File: config.mk
export PLATFORM = sky130hd
export DESIGN_NAME = adpll_mod_ser
export DESIGN_NICKNAME = d
export VERILOG_FILES = /design/src/rtl/adpll_mod_ser.sv
export SDC_FILE = /design/constraint.sdc
export NUM_CORES = 1
export LEC_CHECK = 0
export ABC_AREA = 1
export CAP_MARGIN = 25
export CORE_ASPECT_RATIO = 0.75
export CORE_MARGIN = 10
export CORE_UTILIZATION = 50
export CTS_BUF_LIST = sky130_fd_sc_hd__clkbuf_4 sky130_fd_sc_hd__clkbuf_8
export CTS_CLUSTER_DIAMETER = 120
export DETAILED_ROUTE_END_ITERATION = 8
export DONT_BUFFER_PORTS = 1
export PLACE_DENSITY = 0.77
export REMOVE_ABC_BUFFERS = 1
export SYNTH_ARGS = -nofsm -noshare
export SYNTH_HDL_FRONTEND = slang
export SYNTH_SLANG_ARGS = --single-unit
File: constraint.sdc
create_clock -name clk -period 3.1 [get_ports clk]
set_input_delay 0.31 -clock clk [delete_from_list [all_inputs] [get_ports clk]]
set_output_delay 0.31 -clock clk [all_outputs]
set_load 0.02 [all_outputs]
File: src/rtl/adpll_mod_ser.sv
// adpll_mod_ser: CPU-programmable TX serializer. Bytes pushed through the bus
// FIFO are shifted out LSB-first on data_mod as gapless NRZ at div+1 clocks/bit.
module adpll_mod_ser #(
    parameter int ADDR_W     = 5,
    parameter int FIFO_DEPTH = 8
) (
    input  logic              clk,
    input  logic              rst,
    input  logic              valid,
    input  logic [ADDR_W-1:0] address,
    input  logic [31:0]       wdata,
    input  logic              wstrb,
    output logic [31:0]       rdata,
    output logic              ready,
    output logic              data_mod,
    output logic              sym_strobe,
    output logic              busy
);

    localparam int PW = $clog2(FIFO_DEPTH);
    localparam int L  = PW + 1;

    typedef enum logic {IDLE, SHIFT} state_t;

    state_t        state, state_n;
    logic          en, idle_lvl, ovf;
    logic [7:0]    div;
    logic [7:0]    mem [FIFO_DEPTH];
    logic [PW-1:0] wr_ptr, rd_ptr;
    logic [L-1:0]  level;
    logic          empty, full;
    logic          wr_en, push_req, flush, pop, push_ok;
    logic [7:0]    fifo_head;
    logic [7:0]    shreg, shreg_n;
    logic [2:0]    bit_cnt, bit_cnt_n;
    logic [7:0]    div_cnt, div_cnt_n;
    logic          data_mod_n, strobe_n;
    logic          unused_wdata;

    assign unused_wdata = ^{wdata[31:12], wdata[10:8]};

    assign wr_en     = valid & wstrb;
    assign push_req  = wr_en && (address == ADDR_W'(2));
    assign flush     = wr_en && (address == ADDR_W'(5));
    assign empty     = (level == '0);
    assign full      = (level == L'(FIFO_DEPTH));
    assign fifo_head = mem[rd_ptr];
    // a push into a full FIFO still lands if the serializer frees a slot on the same edge
    assign push_ok   = push_req && !flush && (!full || pop);
    assign busy      = (state == SHIFT);

    // bus control registers and the registered handshake
    always_ff @(posedge clk or posedge rst) begin
        if (rst) begin
            en       <= 1'b0;
            div      <= 8'd31;
            idle_lvl <= 1'b0;
            ovf      <= 1'b0;
            ready    <= 1'b0;
        end else begin
            ready <= valid;
            if (wr_en && address == ADDR_W'(0)) en       <= wdata[0];
            if (wr_en && address == ADDR_W'(1)) div      <= wdata[7:0];
            if (wr_en && address == ADDR_W'(4)) idle_lvl <= wdata[0];
            if (wr_en && address == ADDR_W'(3) && wdata[11])
                ovf <= 1'b0;
            else if (push_req && !flush && full && !pop)
                ovf <= 1'b1;
        end
    end

    // FIFO storage, written only on an accepted push
    always_ff @(posedge clk) begin
        if (push_ok) mem[wr_ptr] <= wdata[7:0];
    end

    // FIFO pointers and fill level; flush overrides push and pop
    always_ff @(posedge clk or posedge rst) begin
        if (rst) begin
            wr_ptr <= '0;
            rd_ptr <= '0;
            level  <= '0;
        end else if (flush) begin
            wr_ptr <= '0;
            rd_ptr <= '0;
            level  <= '0;
        end else begin
            if (push_ok) wr_ptr <= wr_ptr + PW'(1);
            if (pop)     rd_ptr <= rd_ptr + PW'(1);
            case ({push_ok, pop})
                2'b10:   level <= level + L'(1);
                2'b01:   level <= level - L'(1);
                default: level <= level;
            endcase
        end
    end

    // serializer state and registered outputs
    always_ff @(posedge clk or posedge rst) begin
        if (rst) begin
            state      <= IDLE;
            shreg      <= '0;
            bit_cnt    <= '0;
            div_cnt    <= '0;
            data_mod   <= 1'b0;
            sym_strobe <= 1'b0;
        end else begin
            state      <= state_n;
            shreg      <= shreg_n;
            bit_cnt    <= bit_cnt_n;
            div_cnt    <= div_cnt_n;
            data_mod   <= data_mod_n;
            sym_strobe <= strobe_n;
        end
    end

    // next-state: load a byte, count out each bit period, chain bytes without gaps
    always_comb begin
        state_n    = state;
        shreg_n    = shreg;
        bit_cnt_n  = bit_cnt;
        div_cnt_n  = div_cnt;
        data_mod_n = data_mod;
        strobe_n   = 1'b0;
        pop        = 1'b0;
        if (flush) begin
            state_n    = IDLE;
            data_mod_n = idle_lvl;
        end else begin
            case (state)
                IDLE: begin
                    data_mod_n = idle_lvl;
                    if (en && !empty) begin
                        pop        = 1'b1;
                        shreg_n    = fifo_head;
                        bit_cnt_n  = '0;
                        div_cnt_n  = div;
                        data_mod_n = fifo_head[0];
                        strobe_n   = 1'b1;
                        state_n    = SHIFT;
                    end
                end
                SHIFT: begin
                    if (div_cnt != '0) begin
                        div_cnt_n = div_cnt - 8'd1;
                    end else if (bit_cnt != 3'd7) begin
                        // shreg is shifted so the bit on the line is always shreg[0]
                        bit_cnt_n  = bit_cnt + 3'd1;
                        shreg_n    = {1'b0, shreg[7:1]};
                        data_mod_n = shreg[1];
                        div_cnt_n  = div;
                        strobe_n   = 1'b1;
                    end else if (en && !empty) begin
                        pop        = 1'b1;
                        shreg_n    = fifo_head;
                        bit_cnt_n  = '0;
                        div_cnt_n  = div;
                        data_mod_n = fifo_head[0];
                        strobe_n   = 1'b1;
                    end else begin
                        state_n    = IDLE;
                        data_mod_n = idle_lvl;
                    end
                end
                default: state_n = IDLE;
            endcase
        end
    end

    // register read mux, combinational on address
    always_comb begin
        rdata = '0;
        case (address)
            ADDR_W'(0): rdata[0]   = en;
            ADDR_W'(1): rdata[7:0] = div;
            ADDR_W'(2): rdata      = '0;
            ADDR_W'(3): begin
                rdata[L-1:0] = level;
                rdata[8]     = empty;
                rdata[9]     = full;
                rdata[10]    = busy;
                rdata[11]    = ovf;
            end
            ADDR_W'(4): rdata[0]   = idle_lvl;
            ADDR_W'(5): rdata      = '0;
            default:    rdata      = '1;
        endcase
    end

endmodule

Word level (Yosys, flattened, before mapping):

Memory sizes are Yosys's and may differ from the RTL's.
Index checks and enable logic that the tools add are counted.

* equal/unequal tests: 11
* $add $sub $neg: 6
* mux-type cells: 44
* bitwise gates (word level): 3
* reductions and logical operators: 30

Operators by type and width (count)
* 2-to-1 mux 8 bit: 6
* one-hot mux 8 bit (2 select lines): 2
* one-hot mux 4 bit (2 select lines): 3
* 2-to-1 mux 3 bit: 7
* 2-to-1 mux 20 bit: 1
* 2-to-1 mux 1 bit: 17
* logical AND 1 bit: 12
* == test 5 x 2 -> 1 bit, second input constant: 2
* == test 5 x 3 -> 1 bit, second input constant: 2
* OR reduction 5 bit: 2
* adder 3 x 1 -> 3 bit, second input constant: 3
* one-hot mux 3 bit (3 select lines): 1
* one-hot mux 1 bit (2 select lines): 4
* nonzero test 8 bit: 1
* subtractor 8 x 1 -> 8 bit, second input constant: 1
* inequality test 3 bit, second input constant: 2
* one-hot mux 3 bit (2 select lines): 1
* nonzero test 2 bit: 3
* OR reduction 6 bit: 1
* == test 5 x 1 -> 1 bit, second input constant: 1
* logical NOT 5 bit: 1
* one-hot mux 1 bit (5 select lines): 1
* adder 4 x 1 -> 4 bit, second input constant: 1
* == test 4 bit, second input constant: 1
* 14 further kinds: 18

* bits of input ports: 41
* flip-flop bits (word level): 44
* bits in writable memories: 64
* memories: 1
* logic and storage cells: 109

Memories
* mem: words 8, bits a word 8, read ports 1, clocked after memory_dff 0, write ports 1, line 28 `logic [7:0] mem [FIFO_DEPTH];`

Logic depth before layout (Yosys ltp):

* depth in word-level cells: 13
* gate-level depth with buffers: 17
* gate-level depth less buffers: 17

Worst setup path after synthesis:

Ideal clock, no wire load.

* kind: flip-flop to flip-flop
* from: register div_cnt[0]
* to: register level[3]
* slack: 0.760 ns
* period minus slack after synthesis: 2.340 ns
* data required time: 3.035 ns
* data arrival time: 2.274 ns
* stages on the path, launching flop included: 17
* cell sequence: dfrtp_1 inv_1 ha_1 nand2_4 o21ai_4 nand3_4 inv_2 nand2_1 inv_1 ha_1 a21oi_1 nand2_1 nand2_1 nand2_1 a31oi_1 nand3_1 nand2_1

* cells in the longest elaborated chain, start to end: 9

RTL lines
* start, declared: line 36 `logic [7:0] div_cnt, div_cnt_n;`
* start signal, assigned: line 111 `div_cnt <= div_cnt_n;`
* nonzero test 8 bit *: line 144 `if (div_cnt != '0) begin`
* 2-to-1 mux 1 bit *: line 144
* one-hot mux 1 bit (2 select lines) *: line 130 `case (state)`
* 2-to-1 mux 1 bit *: line 126 `if (flush) begin`
* logical OR 1 bit: line 49 `assign push_ok = push_req && !flush && (!full || pop);`
* logical AND 1 bit: line 49
* == test 2 x 1 -> 1 bit / == test 2 bit (equally long branches): line 90 `case ({push_ok, pop})`
* one-hot mux 4 bit (2 select lines): line 90
* 2-to-1 mux 4 bit: line 83 `end else if (flush) begin`
* end signal, assigned: line 91 `2'b10: level <= level + L'(1);`
* end signal, assigned: line 92 `2'b01: level <= level - L'(1);`
* end signal, assigned: line 93 `default: level <= level;`
* end, declared: line 30 `logic [L-1:0] level;`

Mark *: on every way between the ends. The rest lies on a longest branch, timed or not.
A chain may end at the register's enable or synchronous reset.

Worst setup path after layout:

Same ends and word-level chain as after synthesis.

==> PnR_summary.wiki <==
{| class="wikitable"
! Metric !! Value
|-
| Violations in the final reports || DRC
|-
| Kind of cell adding the most delay to the critical path || compound AO/OA/AOI/OAI gates
|-
| Unrepaired setup endpoints after global routing || false
|-
| I/O Pins || 77
|-
| Portion of the post-synthesis area used by sequential elements || 57.8%
|-
| Number of antenna violations at the first check in global routing || 0
|-
| Register clock-pin slew on the reported worst setup and hold paths || 0.10 ns
|-
| Total of warnings raised by yosys || 0
|-
| Power after layout || 3.31 mW
|-
| Portion of the clock cycle consumed by the worst path in the final layout || between 80% and 90%
|-
| GR Util All Layers || 15.7%
|-
| Clock sink count || 107
|-
| Post-synthesis instance area || 0.00520 mm²
|-
| Insertion delay of the later-clocked pin in the worst-skew pair || roughly 0.38 ns
|-
| Category of the critical setup timing path || register to register
|-
| Met3 global-route usage || under 10%
|-
| Hold violation total from the final report || 0
|-
| CTS Buf Count || 9
|-
| Total iterations of the first detailed-routing run || 7
|-
| Layout net count || between 500 and 600
|-
| Total die area || about 0.015 mm²
|-
| Routed wire per std cell || 17.0 µm
|-
| Vias in the first global route || 3723
|-
| Overflow left after global routing || 0
|-
| Max-slew violation count || 0
|-
| Number of gates given a new drive strength after cts || 0
|-
| Final number of setup-violating endpoints || 0
|-
| Vias after detailed routing || 3792
|-
| Iteration-0 DRC count of the detailed router || 279
|-
| NetSw || 1.05 mW
|-
| Critical path arrival || 2.94 ns
|-
| Layout cells sized above 1 || 15.0%
|-
| Detailed placement HPWL || 8.17 mm
|-
| Flip-flop and latch count after synthesis || 107
|-
| Syn Inst Count || 533
|-
| Power Internal || 2.26 mW
|-
| Clock Root Buffer || clkbuf_8
|-
| Synthesized area divided by synthesized cell count || 9.75 µm²
|-
| Crit path required time || around 3.4 ns
|-
| DRC violations left || 1
|-
| Pin slew with the least headroom to its limit || 0.913 ns
|-
| Kind of launch point of the worst setup path || register
|-
| Achievable frequency || 382 MHz
|-
| Largest net degree at the start of global routing || 44
|-
| Aggregate negative setup slack || 0 ns
|-
| Number of buffers and inverters on the critical path || 3
|-
| Total Wirelength || 11.5 mm
|-
| Worst min-delay path category || primary input to asynchronous set/reset pin
|-
| Part of the total power dissipated in combinational logic || 22.2%
|-
| Period minus WS final || roughly 2.6 ns
|-
| Number of buffer cells added on primary ports || 0
|-
| Number of vias per cell after detailed routing || 5.61
|-
| Count of unique library cells instantiated by Yosys || 41
|-
| Post-layout util || a little over half
|-
| Wire length of the first global-routing pass || 18.6 mm
|-
| Reg-to-reg startpoint || div_cnt[0]
|-
| Detail Route Antenna Nets || 0
|-
| Total power density per cell area || 599 mW/mm²
|-
| Placeable core area || 0.0102 mm²
|-
| Starting density of the core || 50.9%
|-
| Vertical die dimension || about 110 µm
|-
| CP Max Fanout || 8
|-
| Max VDD drop || 0.285 mV
|-
| Outcome || complete, but fails checks
|-
| CTS H-tree lvls || 3
|-
| Synthesis-to-layout area growth || 6.26%
|-
| Cell row count || 32
|-
| Crit-path slowest cell || dfrtp_1
|-
| Clk buf depth || 2
|-
| Endpoint kind of the worst setup timing path || register
|-
| Critical Path Start || div_cnt[0]
|-
| Horizontal extent of the die || ~140 µm
|-
| Critical Path Most Common Cell || nand2_1
|-
| Worst rel slew slack || between 30% and 40%
|-
| Clock group share of total power || 22.7%
|-
| List of cells traversed by the critical path || inv_1, ha_1, nand2_4, o21ai_4, nand3_4, inv_2, nand2_1, inv_1, ha_1, a21oi_1, nand2_1, nand2_1, nand2_1, a31oi_1, nand3_1, nand2_1
|-
| Global routing usage on met2 || 24.6%
|-
| Met1 Usage GRT || between 20% and 30%
|-
| Register share of total power || 55.1%
|-
| Busiest metal layer after global routing || met2
|-
| Antenna cell count || 0
|-
| Maximum capacitance violations || 0
|-
| GP Congestion || a little under 0.9
|-
| CTS tree || yes
|-
| Final worst clock skew || 0.0123 ns
|-
| Delay of the slowest cell on the worst path || 0.40 ns
|-
| Share of total power consumed by net switching || 31.8%
|-
| Static power due to leakage || roughly 2.3 nW
|}
logic make-up (layout without fill, tap and decap cells):
| logic type | count (synthesis) | after routing | share of synthesized area, % |
|---|---|---|---|
| flip-flops | 107 | 107 | 57.8 |
| buffers and inverters | 87 | 94 | 7.97 |
| XOR/XNOR | 2 | 2 | 0.337 |
| adder cells (fa/ha/maj) | 9 | 9 | 2.31 |
| AO/OA/AOI/OAI | 93 | 93 | 10.7 |
| AND/OR/NAND/NOR | 235 | 235 | 20.9 |
placed cells by master, fill, tap and decap left out, drive strengths merged:
| cell type | n |
|---|---|
| nand2 | 122 |
| edfxtp | 64 |
| nand3 | 55 |
| inv | 50 |
| nor2 | 49 |
| o21ai | 45 |
| dfrtp | 38 |
| a21oi | 33 |
| buf | 24 |
| clkbuf | 12 |
| ha | 8 |
| nor3 | 6 |
| clkinv | 6 |
| dfstp | 5 |
| o211ai | 5 |
| a31oi | 3 |
| o221ai | 2 |
| nand4 | 2 |
| o22ai | 2 |
| xnor2 | 1 |
| a21o | 1 |
| or2 | 1 |
| xor2 | 1 |
| a32oi | 1 |
| o2111ai | 1 |
| fa | 1 |
| clkinvlp | 1 |
| dlygate4sd3 | 1 |
power groups by stage:
stage / Combinational, mW / Clock, mW / Sequential (mW)
floorplan: 0.562 / 0 / 1.83
global placement: 0.695 / 0 / 1.85
detailed placement: 0.730 / 0 / 1.85
CTS: 0.736 / 0.764 / 1.82
global route: 0.832 / 0.807 / 1.85
finish: 0.736 / 0.751 / 1.82
worst reg2reg max path, cell delays in order (launching register included):
cell and delay [ns]:
dfrtp_1 0.40, inv_1 0.11, ha_1 0.21, nand2_4 0.07, o21ai_4 0.32, nand3_4 0.11
inv_2 0.16, nand2_1 0.11, inv_1 0.12, ha_1 0.27, a21oi_1 0.20, nand2_1 0.07
nand2_1 0.05, nand2_1 0.06, a31oi_1 0.16, nand3_1 0.09, nand2_1 0.06
flip-flops by register name, summed over array words and instances, names as in the netlist, 3 cells and up:
signal and flops:
bit_cnt 3, div 8, div_cnt 8, level 4, mem 64, rd_ptr 3, shreg 7, wr_ptr 3
per-layer routing:
| metal | up-vias | share of wire (%) |
|---|---|---|
| met4 | 0 | 0.82 |
| met2 | 147 | 46 |
| met5 | - | 0 |
| met3 | 14 | 9.0 |
| met1 | 1850 | 45 |
| li1 | 1781 | - |
worst paths after layout:
check | slack, ns | to | cells after the start
max in group asynchronous | 2.52 | wr_ptr[0] | 1
max | 0.48 | level[3] | 16
max reg2reg | 0.48 | level[3] | 16
min | 0.002 | div_cnt[3] | 1
min in group clk | 0.02 | mem[6][7] | 0
min reg2reg | 0.49 | shreg[7] | 1
per-stage QoR:
step | hold WS, ns | cells | area [µm²] | worst slack [ns]
floorplan | 0.341 | 499 | 4980 | -0.794
global placement | 0.342 | 659 | 5350 | 0.575
detailed placement | 0.342 | 659 | 5350 | 0.536
CTS | 0.0123 | 676 | 5520 | 0.515
global route | 0.00889 | 676 | 5520 | 0.257
finish | 0.00199 | 676 | 5520 | 0.479
what timing repair did:
| item | CTS | global route |
|---|---|---|
| buffers inserted | 0 | 0 |
| endpoints found under the hold margin | 1 | 0 |
| hold buffers | 1 | 0 |
synthesized netlist by cell type (all sizes together):
cell | number | area [µm²]
nand2 | 122 | 505
edfxtp | 64 | 1920
nand3 | 55 | 298
inv | 50 | 188
nor2 | 49 | 221
o21ai | 45 | 236
dfrtp | 38 | 951
a21oi | 33 | 188
buf | 26 | 184
clkbuf | 8 | 30.0
ha | 8 | 100
nor3 | 6 | 41.3
dfstp | 5 | 131
o211ai | 5 | 57.6
a31oi | 3 | 18.8
clkinv | 3 | 12.5
nand4 | 2 | 12.5
o221ai | 2 | 17.5
o22ai | 2 | 12.5
a21o | 1 | 7.51
a32oi | 1 | 8.76
fa | 1 | 20.0
o2111ai | 1 | 8.76
or2 | 1 | 6.26
xnor2 | 1 | 8.76
xor2 | 1 | 8.76
area by class of cell:
class                   count  area, µm²
fillers                   895       4690
flip-flops and latches    107       3000
inverters                  53        203
clock inverters             4       17.5
repair buffers             25        203
well taps                 136        170
multi-input cells         339       1780
clock buffers              12        146
No activity file was read; power rests on OpenSTA's default activity.
